## src/rtl/sram_fabric_port.sv

```systemverilog
// Fabric-side initiator for the configurable SRAM cluster interface: maps flat word
// requests onto row/cluster pins and returns masked read data in order after RD_LAT edges.
module sram_fabric_port #(
  parameter int unsigned RD_LAT     = 3,
  parameter logic [2:0]  RESET_CONF = 3'b101
) (
  input  logic        clk,
  input  logic        rst,
  input  logic [2:0]  conf_in,
  input  logic        req_valid,
  output logic        req_ready,
  input  logic        req_we,
  input  logic [13:0] req_addr,
  input  logic [31:0] req_wdata,
  output logic        rsp_valid,
  output logic [31:0] rsp_data,
  output logic        rsp_err,
  output logic [31:0] d_fabric,
  output logic        csb,
  output logic        web,
  output logic [8:0]  addr,
  output logic [1:0]  addr_2_4,
  output logic [2:0]  addr_3_8,
  output logic [2:0]  conf,
  input  logic [31:0] d_out
);

  function automatic logic [31:0] width_mask(input logic [2:0] c);
    case (c)
      3'b101:  width_mask = 32'hFFFF_FFFF;
      3'b100:  width_mask = 32'h0000_FFFF;
      3'b011:  width_mask = 32'h0000_00FF;
      3'b010:  width_mask = 32'h0000_000F;
      3'b001:  width_mask = 32'h0000_0003;
      3'b000:  width_mask = 32'h0000_0001;
      default: width_mask = 32'h0000_0000;
    endcase
  endfunction

  logic [2:0]        conf_r;
  logic [2:0]        cnt_r;
  logic [RD_LAT-1:0] tag_v_r;
  logic [RD_LAT-1:0] tag_e_r;
  logic              accept_s;
  logic              rd_acc_s;
  logic              retire_s;
  logic              conf_ok_s;
  logic [31:0]       mask_s;
  logic [1:0]        a24_s;
  logic [2:0]        a38_s;

  // A pending width change blocks new requests until conf_r has caught up.
  assign req_ready = (conf_in == conf_r) && !rst;
  assign accept_s  = req_valid && req_ready;
  assign rd_acc_s  = accept_s && !req_we;
  assign retire_s  = tag_v_r[RD_LAT-1];
  assign conf_ok_s = (conf_r <= 3'b101);
  assign mask_s    = width_mask(conf_r);
  assign conf      = conf_r;

  // Cluster-select and bit-position fields for the active width.
  always_comb begin
    a24_s = 2'b00;
    a38_s = 3'b000;
    case (conf_r)
      3'b101: begin a24_s = 2'b00;                 a38_s = 3'b000; end
      3'b100: begin a24_s = {req_addr[9], 1'b0};   a38_s = 3'b000; end
      3'b011: begin a24_s = req_addr[10:9];        a38_s = 3'b000; end
      3'b010: begin a24_s = req_addr[10:9];        a38_s = {req_addr[11], 2'b00}; end
      3'b001: begin a24_s = req_addr[10:9];        a38_s = {req_addr[12:11], 1'b0}; end
      3'b000: begin a24_s = req_addr[10:9];        a38_s = req_addr[13:11]; end
      default: begin a24_s = 2'b00;                a38_s = 3'b000; end
    endcase
  end

  // Interface pin registers; fields hold between accesses.
  always_ff @(posedge clk or posedge rst) begin
    if (rst) begin
      csb      <= 1'b1;
      web      <= 1'b1;
      d_fabric <= 32'h0000_0000;
      addr     <= 9'h000;
      addr_2_4 <= 2'b00;
      addr_3_8 <= 3'b000;
    end else if (accept_s && conf_ok_s) begin
      csb      <= 1'b0;
      web      <= !req_we;
      addr     <= req_addr[8:0];
      addr_2_4 <= a24_s;
      addr_3_8 <= a38_s;
      if (req_we) begin
        d_fabric <= req_wdata & mask_s;
      end
    end else begin
      csb <= 1'b1;
      web <= 1'b1;
    end
  end

  // Read tag pipeline: a tag reaches the last stage at the edge where d_out is valid.
  always_ff @(posedge clk or posedge rst) begin
    if (rst) begin
      tag_v_r <= '0;
      tag_e_r <= '0;
    end else begin
      tag_v_r <= {tag_v_r[RD_LAT-2:0], rd_acc_s};
      tag_e_r <= {tag_e_r[RD_LAT-2:0], rd_acc_s && !conf_ok_s};
    end
  end

  // In-flight read counter; conf_r only moves once the pipeline is empty and idle.
  always_ff @(posedge clk or posedge rst) begin
    if (rst) begin
      cnt_r  <= 3'd0;
      conf_r <= RESET_CONF;
    end else begin
      case ({rd_acc_s, retire_s})
        2'b10:   cnt_r <= cnt_r + 3'd1;
        2'b01:   cnt_r <= cnt_r - 3'd1;
        default: cnt_r <= cnt_r;
      endcase
      if ((cnt_r == 3'd0) && !accept_s) begin
        conf_r <= conf_in;
      end else begin
        conf_r <= conf_r;
      end
    end
  end

  // Response register; conf_r cannot change while a tag is in flight, so mask_s is the issue width.
  always_ff @(posedge clk or posedge rst) begin
    if (rst) begin
      rsp_valid <= 1'b0;
      rsp_data  <= 32'h0000_0000;
      rsp_err   <= 1'b0;
    end else begin
      rsp_valid <= retire_s;
      rsp_err   <= retire_s && tag_e_r[RD_LAT-1];
      if (retire_s && !tag_e_r[RD_LAT-1]) begin
        rsp_data <= d_out & mask_s;
      end else begin
        rsp_data <= 32'h0000_0000;
      end
    end
  end

endmodule

```

## config.mk

```make
export PLATFORM = sky130hd
export DESIGN_NAME = sram_fabric_port
export DESIGN_NICKNAME = d
export VERILOG_FILES = /design/src/rtl/sram_fabric_port.sv
export SDC_FILE = /design/constraint.sdc
export NUM_CORES = 1
export LEC_CHECK = 0
export ABC_AREA = 1
export BUFFER_PORTS_ARGS = -buffer_cell sky130_fd_sc_hd__buf_4
export CAP_MARGIN = 20
export CORE_MARGIN = 2
export CORE_UTILIZATION = 40
export DETAILED_ROUTE_END_ITERATION = 8
export PLACE_DENSITY = 0.65
export SYNTH_ARGS = -nofsm -noshare
export SYNTH_HDL_FRONTEND = slang
export SYNTH_SLANG_ARGS = --single-unit
```

## constraint.sdc

```tcl
create_clock -name clk -period 6.2 [get_ports clk]
set_input_delay 0.31 -clock clk [delete_from_list [all_inputs] [get_ports clk]]
set_output_delay 0.31 -clock clk [all_outputs]
set_load 0.02 [all_outputs]
```

* Word level (Yosys, flattened, before mapping) *
Index checks and enable logic that the tools add are counted.

operators by class
  $add $sub $neg = 2
  order comparisons = 1
  equality and inequality tests = 8
  muxes and demuxes = 7
  bitwise gates (word level) = 2
  reduce and logical (&&, ||, !) cells = 18

operators with widths
  kind                 number
  $pmux 32 s6          1
  $and 32x32->32       2
  $mux 32              1
  $pmux 3 s3           1
  $logic_and 1x1->1    8
  $eq 3x2->1 const B   2
  $eq 3x3->1 const B   2
  $logic_not 3->1      2
  $pmux 3 s2           1
  $logic_not 1->1      5
  $pmux 2 s2           1
  $reduce_or 4->1      1
  $add 3x1->3 const B  1
  $eq 3x1->1 const B   1
  $eq 3x3->1           1
  $le 3x3->1 const B   1
  $sub 3x1->3 const B  1
  $eq 2x1->1 const B   1
  $eq 2x2->1 const B   1
  $mux 1               2
  $reduce_and 2->1     1
  $reduce_bool 2->1    1

storage, ports and cells
  register bits = 94
  input port bits = 85
  output and inout port bits = 86
  logic and storage cells = 51

* Depth between registers and ports, before layout *
Gate-level depths: netlist of the first run.

  depth in word-level cells = 6
  gate-level depth with buffers = 15
  gate-level depth less buffers = 14

* Worst setup path after synthesis of the first run *
No wires, ideal clock.

  kind = input-to-reg
  from = input port rst
  to = register addr_3_8[0]
  library setup time = 0.119 ns
  data arrival time = 3.129 ns
  slack = 2.952 ns
  cell stages on the path = 9
  buffers on the path = 1
  cell sequence = inv_1 > nand2_1 > nor2_1 > nand2_2 > nor2_8 > nand2_4 > buf_6 > nand2_1 > nand2_1

on the way
  word-level cells in the longest chain between the ends = 4

ends and longest elaborated chain
  item                       RTL line  text
  from (decl)                8         input logic rst,
  $logic_not 1->1 (no line)  --
  $logic_and 1x1->1          53        assign req_ready = (conf_in == conf_r) && !rst;
  $logic_and 1x1->1          54        assign accept_s = req_valid && req_ready;
  $logic_and 1x1->1          85        end else if (accept_s && conf_ok_s) begin
  to (signal assigned)       90        addr_3_8 <= a38_s;
  to (decl)                  23        output logic [2:0] addr_3_8,

Every way passes these cells.
A chain may end at the register's enable or synchronous reset.

* Final worst setup path of the first run *
  from = register conf_r[2], in the netlist conf[2]
  to = register cnt_r[2]

on the way
  word-level cells in the longest chain between the ends = 6
  elaborated cells between the ends (all ways) = 8

ends and longest elaborated chain
  item                                             RTL line  text
  from (decl)                                      40        logic [2:0] conf_r;
  from (signal assigned)                           123       conf_r <= conf_in;
  from (signal assigned)                           125       conf_r <= conf_r;
  $eq 3x3->1 *                                     53
  $logic_and 1x1->1 *                              53
  $logic_and 1x1->1 *                              54
  $logic_and 1x1->1 *                              55        assign rd_acc_s = accept_s && !req_we;
  named net rd_acc_s                               45        logic rd_acc_s;
  $eq 2x1->1 or $eq 2x2->1 (tied branches)         117       case ({rd_acc_s, retire_s})
  $pmux 3 s2 or $reduce_bool 2->1 (tied branches)  --
  to (signal assigned)                             118       2'b10: cnt_r <= cnt_r + 3'd1;
  to (signal assigned)                             119       2'b01: cnt_r <= cnt_r - 3'd1;
  to (signal assigned)                             120       default: cnt_r <= cnt_r;
  to (decl)                                        41        logic [2:0] cnt_r;

The timed path passes the listed nets; every way through them passes the cells marked *.

==> run metrics, run 1 <==
antenna-violating nets left 0; layout cells sized above 1 0.3302; pwr dens 361.6 nW/um^2; Setup Viol. Count Final 0; footprint of the multi-input gates 1346 um^2; initial antenna violation count 0; Period Utilization, post-route 0.3807; Combinational Power Share 0.392; die area 10990 um^2; register area share after synthesis 0.5795; mux cell area share after synthesis 0; initial core utilization 0.4142; Setup Crit Path Kind flip-flop to flip-flop; sequential cell area 2357 um^2; CTS Buffer Depth 2; die height 104.8 um; Setup WS pre-CTS 3852 ps; dpl hpwl 7.742 mm; sw frac 0.3946; IO buf count 170; sequential power share 0.416; number of buffers created by CTS 9; Mean Syn Cell Area 8.729 um^2; Seq cells post-synth 94; measured slew at the worst slew-check pin 860.2 ps; DRC 0; CTS tree built; outcome finished clean; Total Routing Usage GR 0.2071; Worst-path clk slew 90 ps; post-layout util 0.5663; Avg Vias per Cell 4.636; yosys warns 0; cell-internal power 1217 uW; Placement Rows 36; Core Area 9819 um^2; fin worst setup slack 3839 ps; Slew Viols, Final 0; max_slew headroom 0.4245; Die Wd 104.8 um; drt pass-1 iters 4; # diodes 0; IO Count 171; Avg WL per Cell 14.36 um; crit-path max FO 11; Setup Total Neg Slack 0 ps; synthesized-area fraction occupied by adder cells 0.007998; most frequent cells in the layout buf_4 (172), nand2_1 (159), dfrtp_1 (90), nor2_1 (67), inv_1 (46); most common cell after layout, fill and taps aside buf_4; H-tree Lvls 3; largest net degree at the start of global routing 62; routed via count 3537; total grt overflow 0; area grow syn2layout 36.70%; endpoints failing hold 0; NumNets Final 713; Synth Area in Compound Gates 0.008305; Routed WL 10.96 mm; placed cell area 5376 um^2; Sink Count 94; global-route wire length before repair 17.91 mm; VDD IR max 0.1695 mV; max cap viols 0; Setup Buffers After CTS 0; Startpoint Class flip-flop; RSZ-0062 raised after global routing no; Peak Freq 0.4236 GHz; Yosys cell types 29; power share of the clock group 0.192; FILL cells 936; CTS root buf clkbuf_8; static leakage 0.003185 uW; Final Skew 6.601 ps; post-synthesis cell area 4068 um^2; RD Place Congestion 0.7559; Synth Area in XOR/XNOR 0.004306; shortest period the worst path allows 2361 ps; final instance area 5560 um^2; Worst Path Arrival 2590 ps; main combinational cell family by area after synthesis simple AND/OR/NAND/NOR gates; CP required 6430 ps; Psw 793.4 uW; initial drt markers 159; vias in the first global route 3536; CP Capture Type flip-flop; syn_nets 553; HP Class input pin to flip-flop; cells after synthesis 466; Post-Synth Simple-Gate Area 0.3091; clk_lat worst skew 350 ps; CTS resizes 0
[critical path, stage by stage (launching register included)]
cell and delay [ps]:
dfstp_2 670, inv_4 70, nand2_1 60, nand2_1 50, nand2_1 110, nor2_4 70, nand2_4 90, nor2_1 70
inv_2 80, ha_1 130, inv_1 60, fa_1 380, a21oi_1 140, o21ai_0 120, xnor2_1 150
[power groups by stage]
stage	Clock (uW)	Combinational [uW]	Sequential, uW
detailed placement	0	794	846
global route	421	864	857
CTS	396	798	837
finish	386	788	837
global placement	0	780	842
floorplan	0	351	964
[stage by stage]
step           hold slack (ps)  total power, uW  std cells
3_3_place_gp             331.7             1622        746
3_5_place_dp             334.7             1640        747
5_1_grt                  129.6             2142        763
6_report                 147.5             2011        763
4_1_cts                  127.8             2031        763
2_1_floorplan            331.2             1316        466
[cell families after synthesis]
logic type | Yosys count
AND/OR/NAND/NOR | 285
flip-flops | 94
buffers and inverters | 77
AO/OA/AOI/OAI | 6
XOR/XNOR | 2
adder cells (fa/ha/maj) | 2
[timing repair]
action                                 4_1_cts  5_1_grt
setup endpoints to repair                    0        0
endpoints found under the hold margin       30        0
hold buffers                                 1        0
[state kept, by name, indices dropped and copies added, names as in the netlist]
register   count
d_fabric      32
rsp_data      32
addr           9
addr_3_8       3
cnt_r          3
conf           3
tag_e_r        3
tag_v_r        3
addr_2_4       2
csb            1
rsp_err        1
rsp_valid      1
web            1
[synthesized netlist by cell type]
library cell / instances / area share
buf_4: 1 / 0.0018
buf_2: 3 / 0.0037
nand3_2: 1 / 0.0025
inv_2: 4 / 0.0037
nand2_2: 3 / 0.0046
buf_6: 8 / 0.022
nand4_4: 1 / 0.0052
nor2_2: 1 / 0.0015
nand2_1: 160 / 0.15
clkbuf_1: 9 / 0.0083
o21ai_0: 3 / 0.0037
a22o_1: 1 / 0.0022
nor3_1: 3 / 0.0037
fa_1: 1 / 0.0049
nand4_1: 35 / 0.054
clkbuf_8: 1 / 0.0034
nor2_1: 68 / 0.063
nor2_4: 2 / 0.0055
buf_1: 3 / 0.0028
a21oi_1: 2 / 0.0025
dfrtp_1: 90 / 0.55
nor2_8: 1 / 0.0049
inv_1: 47 / 0.043
nand3_1: 7 / 0.0086
inv_4: 1 / 0.0015
nand2_4: 3 / 0.0083
dfstp_2: 4 / 0.026
xnor2_1: 2 / 0.0043
ha_1: 1 / 0.0031
[layout make-up]
type	count	share of cell area
sequential	94	0.4239
timing repair buffer	174	0.2367
inverter	52	0.03600
clock inverter	2	0.006301
clock buffer	13	0.02498
tap	133	0.02993
multi-input combinational	295	0.2421
[final timing paths]
check	start	to	slack, ps	cells after the start
setup / recovery	conf[2]	cnt_r[2]	3840	14
hold / removal	req_addr[0]	addr[0]	150	3
setup reg to reg	conf[2]	cnt_r[2]	3840	14
hold reg to reg	tag_e_r[0]	tag_e_r[1]	350	0
max in group asynchronous	rst	rsp_data[8]	4500	4
min in group asynchronous	rst	rsp_data[25]	540	3
[per-layer routing]
layer | vias up | wire length, um | global-route usage
li1 | 1746 | - | -
met1 | 1642 | 4720 | 0.2629
met2 | 134 | 5222 | 0.3386
met3 | 15 | 807 | 0.05427
met4 | 0 | 208 | 0.08095
met5 | - | 0 | 0
Power figures use the tool's default switching activity.
==> inputs of run 2 (changes only) <==
- clock period: 6.2 -> 2.3 ns (I/O delays scaled with it)
==> run metrics, run 2 (same netlist as run 1, synthesis figures left out) <==
dpl hpwl 7.900 mm; FILL cells 859; Avg WL per Cell 14.04 um; Core Area 9819 um^2; Min-Delay Endpoint rsp_data[3]; Startpoint Class flip-flop; Peak Freq 0.4596 GHz; initial core utilization 0.4142; CP delay by family, top flip-flops; H-tree Lvls 3; vias in the first global route 3673; met3 Resource Use GR 0.03868; outcome finished clean; Avg Vias per Cell 4.571; Setup Crit Path Kind flip-flop to flip-flop; Routed WL 11.44 mm; Worst Path Arrival 2450 ps; crit-path max FO 7; Total Routing Usage GR 0.2084; endpoints failing hold 0; Placement Rows 36; area grow syn2layout 48.42%; grt met1 use 0.2702; measured slew at the worst slew-check pin 623.5 ps; die height 104.8 um; static leakage 0.003390 uW; Die Wd 104.8 um; layout cells sized above 1 0.3284; Slew Viols, Final 0; CP Capture Type flip-flop; HP Class input pin to flip-flop; RD Place Congestion 0.8280; pwr dens 905.4 nW/um^2; drt pass-1 iters 4; register-to-register setup slack 120 ps; critical path depth 11; max cap viols 0; CTS root buf clkbuf_8; CTS Buffer Depth 2; IO buf count 170; IO Count 171; worst-case reg-to-reg path depth 11; shortest period the worst path allows 2176 ps; CP Launch Point conf[0]; DRC 0; number of buffers created by CTS 9; initial antenna violation count 0; die area 10990 um^2; routed via count 3725; GR Util met2 0.3483; CP required 2580 ps; RSZ-0062 raised after global routing no; FF-to-FF Start conf[0]; initial drt markers 182; Setup Total Neg Slack 0 ps; Final Skew 7.020 ps; critical path's slowest cell dfstp_2; antenna-violating nets left 0; global-route wire length before repair 18.21 mm; Buf/Inv on CP 3; Period Utilization, post-route 0.9461; min-delay src d_out[3]; biggest regs d_fabric: 32 flops, rsp_data: 32 flops, addr: 9 flops; # diodes 0; most frequent cells in the layout buf_4 (185), nand2_1 (159), dfrtp_1 (90), nor2_1 (66), inv_1 (46); most common cell after layout, fill and taps aside buf_4; post-layout util 0.6148; VDD IR max 0.4371 mV; total grt overflow 0; hold depth 3; CTS tree built; Sink Count 94; largest net degree at the start of global routing 51; max_slew headroom 0.5844; RR Endpoint cnt_r[1]; worst path cell trace inv_2, nand2_4, nand3_2, nor2_4, nand2_4, nor2_2, inv_2, ha_1, inv_1, fa_1, o21ai_0; Setup Viol. Count Final 0; clk_lat worst skew 350 ps; NumNets Final 765; Worst-path clk slew 90 ps; Worst path max stage delay 610 ps; GRT busiest layer met2
run 2: changes by cell type in the layout (fill, tap and decap cells not counted):
cell           previous run  this run
clkbuf_1                  4         1
inv_6                     0         1
buf_4                   172       185
bufinv_16                 1         0
nor2_1                   67        66
buf_8                     1         0
clkinvlp_4                0         4
dlygate4sd3_1             1        41
nor2_2                    2         3
inv_4                     2         1
run 2: area by class of cell:
cell class | instances | area [um^2] | share of cell area
Sequential cell | 94 | 2357 | 0.3905
Timing Repair Buffer | 226 | 1799 | 0.2980
Multi-Input combinational cell | 295 | 1349 | 0.2234
Inverter | 52 | 201.4 | 0.03337
Tap cell | 133 | 166.4 | 0.02756
Clock buffer | 10 | 127.6 | 0.02114
Clock inverter | 5 | 36.28 | 0.006010
run 2: report_power, final:
part           switching, uW  internal [uW]  leakage, uW  total, uW
Sequential               235           2000      0.00127       2240
Clock                    563            390    0.0000748        953
Combinational           1390            888      0.00204       2280
run 2: worst max-delay path by stage:
stage	endpoint
5_1_grt	cnt_r[1]
3_5_place_dp	cnt_r[1]
3_3_place_gp	cnt_r[1]
4_1_cts	cnt_r[1]
6_report	cnt_r[1]
2_1_floorplan	cnt_r[1]
run 2: per-layer routing:
| metal | part of all wire | vias up | wire (um) |
|---|---|---|---|
| met5 | 0 | - | 0 |
| li1 | - | 1848 | - |
| met2 | 0.49 | 151 | 5623 |
| met1 | 0.42 | 1704 | 4824 |
| met4 | 0.024 | 0 | 272 |
| met3 | 0.063 | 22 | 722 |
run 2: worst reg2reg max path, stage by stage (launching register included):
cell	delay (ps)
dfstp_2	610
inv_2	90
nand2_4	70
nand3_2	90
nor2_4	180
nand2_4	60
nor2_2	110
inv_2	50
ha_1	170
inv_1	100
fa_1	420
o21ai_0	150
run 2: metrics by stage:
step | worst slack [ps] | power [uW] | instances | hold WS [ps] | area (um^2)
6_report | 124.0 | 5466 | 815 | 17.92 | 6037
5_1_grt | 5.731 | 5805 | 815 | 11.51 | 6037
4_1_cts | 72.29 | 5519 | 815 | 1.902 | 6032
3_5_place_dp | 61.75 | 4487 | 759 | 312.9 | 5458
3_3_place_gp | 170.6 | 4443 | 759 | 307.9 | 5458
2_1_floorplan | 14.27 | 3547 | 466 | 221.2 | 4071
run 2: timing repair:
action | 4_1_cts | 5_1_grt
setup buffers | 0 | 0
gates resized for setup | 0 | 2
endpoints found under the setup margin | 0 | 2
hold buffers | 41 | 0
endpoints found under the hold margin | 54 | 0
==> inputs of run 3 (changes only) <==
- SETUP_SLACK_MARGIN: unset -> 0.2
==> run metrics, run 3 (same netlist as run 1, synthesis figures left out) <==
outcome finished clean; CTS root buf clkbuf_8; largest net degree at the start of global routing 51; # diodes 0; shortest period the worst path allows 2068 ps; CP required 2540 ps; Sink Count 94; Setup Total Neg Slack 0 ps; die height 104.8 um; met2 routed WL 5.647 mm; H-tree Lvls 3; WL met1 4.965 mm; most common cell after layout, fill and taps aside buf_4; static leakage 0.003404 uW; Slew Viols, Final 0; CTS tree built; total grt overflow 0; CTS Buffer Depth 2; clk_lat worst skew 350 ps; worst path cell trace buf_4, buf_4, nand2_2, nand4_2, nand2_1, nand2_1; HP Class input pin to flip-flop; pwr dens 906.5 nW/um^2; final instance area 6082 um^2; initial drt markers 190; placed cell area 5443 um^2; Worst path max stage delay 560 ps; die area 10990 um^2; max cap viols 0; met3 wire len 919 um; crit-path max FO 24; measured slew at the worst slew-check pin 645.8 ps; Worst-path clk slew 90 ps; endpoints failing hold 0; vias in the first global route 3736; critical path's slowest cell nand4_2; Placement Rows 36; Startpoint Class flip-flop; Avg Vias per Cell 4.653; routed via count 3792; Setup Viol. Count Final 0; number of buffers created by CTS 9; Core Area 9819 um^2; global-route wire length before repair 18.57 mm; antenna-violating nets left 0; register-to-register setup slack 230 ps; Top Metal Used met4; CP delay by family, top simple AND/OR/NAND/NOR gates; Routed WL 11.67 mm; Period Utilization, post-route 0.8993; dpl hpwl 7.744 mm; IO Count 171; Buf/Inv on CP 2; area grow syn2layout 49.52%; most frequent cells in the layout buf_4 (182), nand2_1 (158), dfrtp_1 (90), nor2_1 (66), inv_1 (45); initial core utilization 0.4142; max_slew headroom 0.5690; NumNets Final 764; Worst Path Arrival 2300 ps; DRC 0; Final Skew 14.76 ps; Avg WL per Cell 14.32 um; RSZ-0062 raised after global routing yes; biggest regs d_fabric: 32 flops, rsp_data: 32 flops, addr: 9 flops; IO buf count 170; drt pass-1 iters 4; Peak Freq 0.4835 GHz; layout cells sized above 1 0.3343; RD Place Congestion 0.7772; Setup Crit Path Kind flip-flop to flip-flop; VDD IR max 0.3943 mV; initial antenna violation count 0; Total Routing Usage GR 0.2128; Die Wd 104.8 um; CP Capture Type flip-flop
==> run 3: cell types whose count changed in the layout (fill, tap and decap cells not counted), moves of 2 or more <==
cell and delta:
buf_4 -3, clkinv_4 +2, clkinvlp_4 -3, o21ai_0 -2, o21ai_1 +2
==> run 3: what timing repair did <==
action	in CTS	in global routing
cloned	0	1
setup endpoints to repair	1	22
hold buffers	39	2
gates resized for setup	0	2
pin swaps	1	1
hold endpoints to repair	67	2
buffers inserted	2	3
==> run 3: worst paths after layout <==
kind | startpoint | end | cells after the start
worst min register to register | tag_v_r[0] | tag_v_r[1] | 0
max in group asynchronous | rst | rsp_data[3] | 5
worst max register to register | conf[2] | d_fabric[18] | 6
worst max-delay path | conf[2] | d_fabric[18] | 6
min in group asynchronous | rst | d_fabric[19] | 4
worst min-delay path | req_wdata[0] | d_fabric[0] | 3
==> run 3: layer usage <==
| metal | GRT usage | vias up |
|---|---|---|
| met1 | 0.2750 | 1754 |
| met3 | 0.05989 | 11 |
| met5 | 0 | - |
| met2 | 0.3599 | 173 |
| met4 | 0.04095 | 0 |
| li1 | - | 1854 |
==> run 3: power by group <==
part	internal [uW]	switching (uW)	total [uW]
Combinational	896	1400	2290
Clock	402	579	981
Sequential	2000	240	2240
Total	3300	2210	5510
==> run 3: cell type report <==
cell class | instances | area [um^2]
inverters | 52 | 203.9
flip-flops and latches | 94 | 2357
multi-input cells | 296 | 1385
clock inverters | 6 | 45.04
well taps | 133 | 166.4
repair buffers | 224 | 1797
clock buffers | 10 | 127.6
fillers | 873 | 3737
==> run 3: stage by stage <==
step,utilization,hold slack (ps),std cells,worst slack (ps),power (uW)
floorplan,-,221.2,466,88.83,3556
global placement,0.5543,313.7,752,189.9,4427
detailed placement,0.5543,326.8,752,129.5,4466
CTS,0.6132,1.003,809,225.7,5538
global route,0.6194,2.751,815,155.3,5900
finish,0.6194,16.28,815,231.6,5513
==> run 3: worst min-delay path: cells and delay by family <==
family / cells / cell delay, ps
buffers and inverters: 1 / 80
and+or+nand+nor: 2 / 140
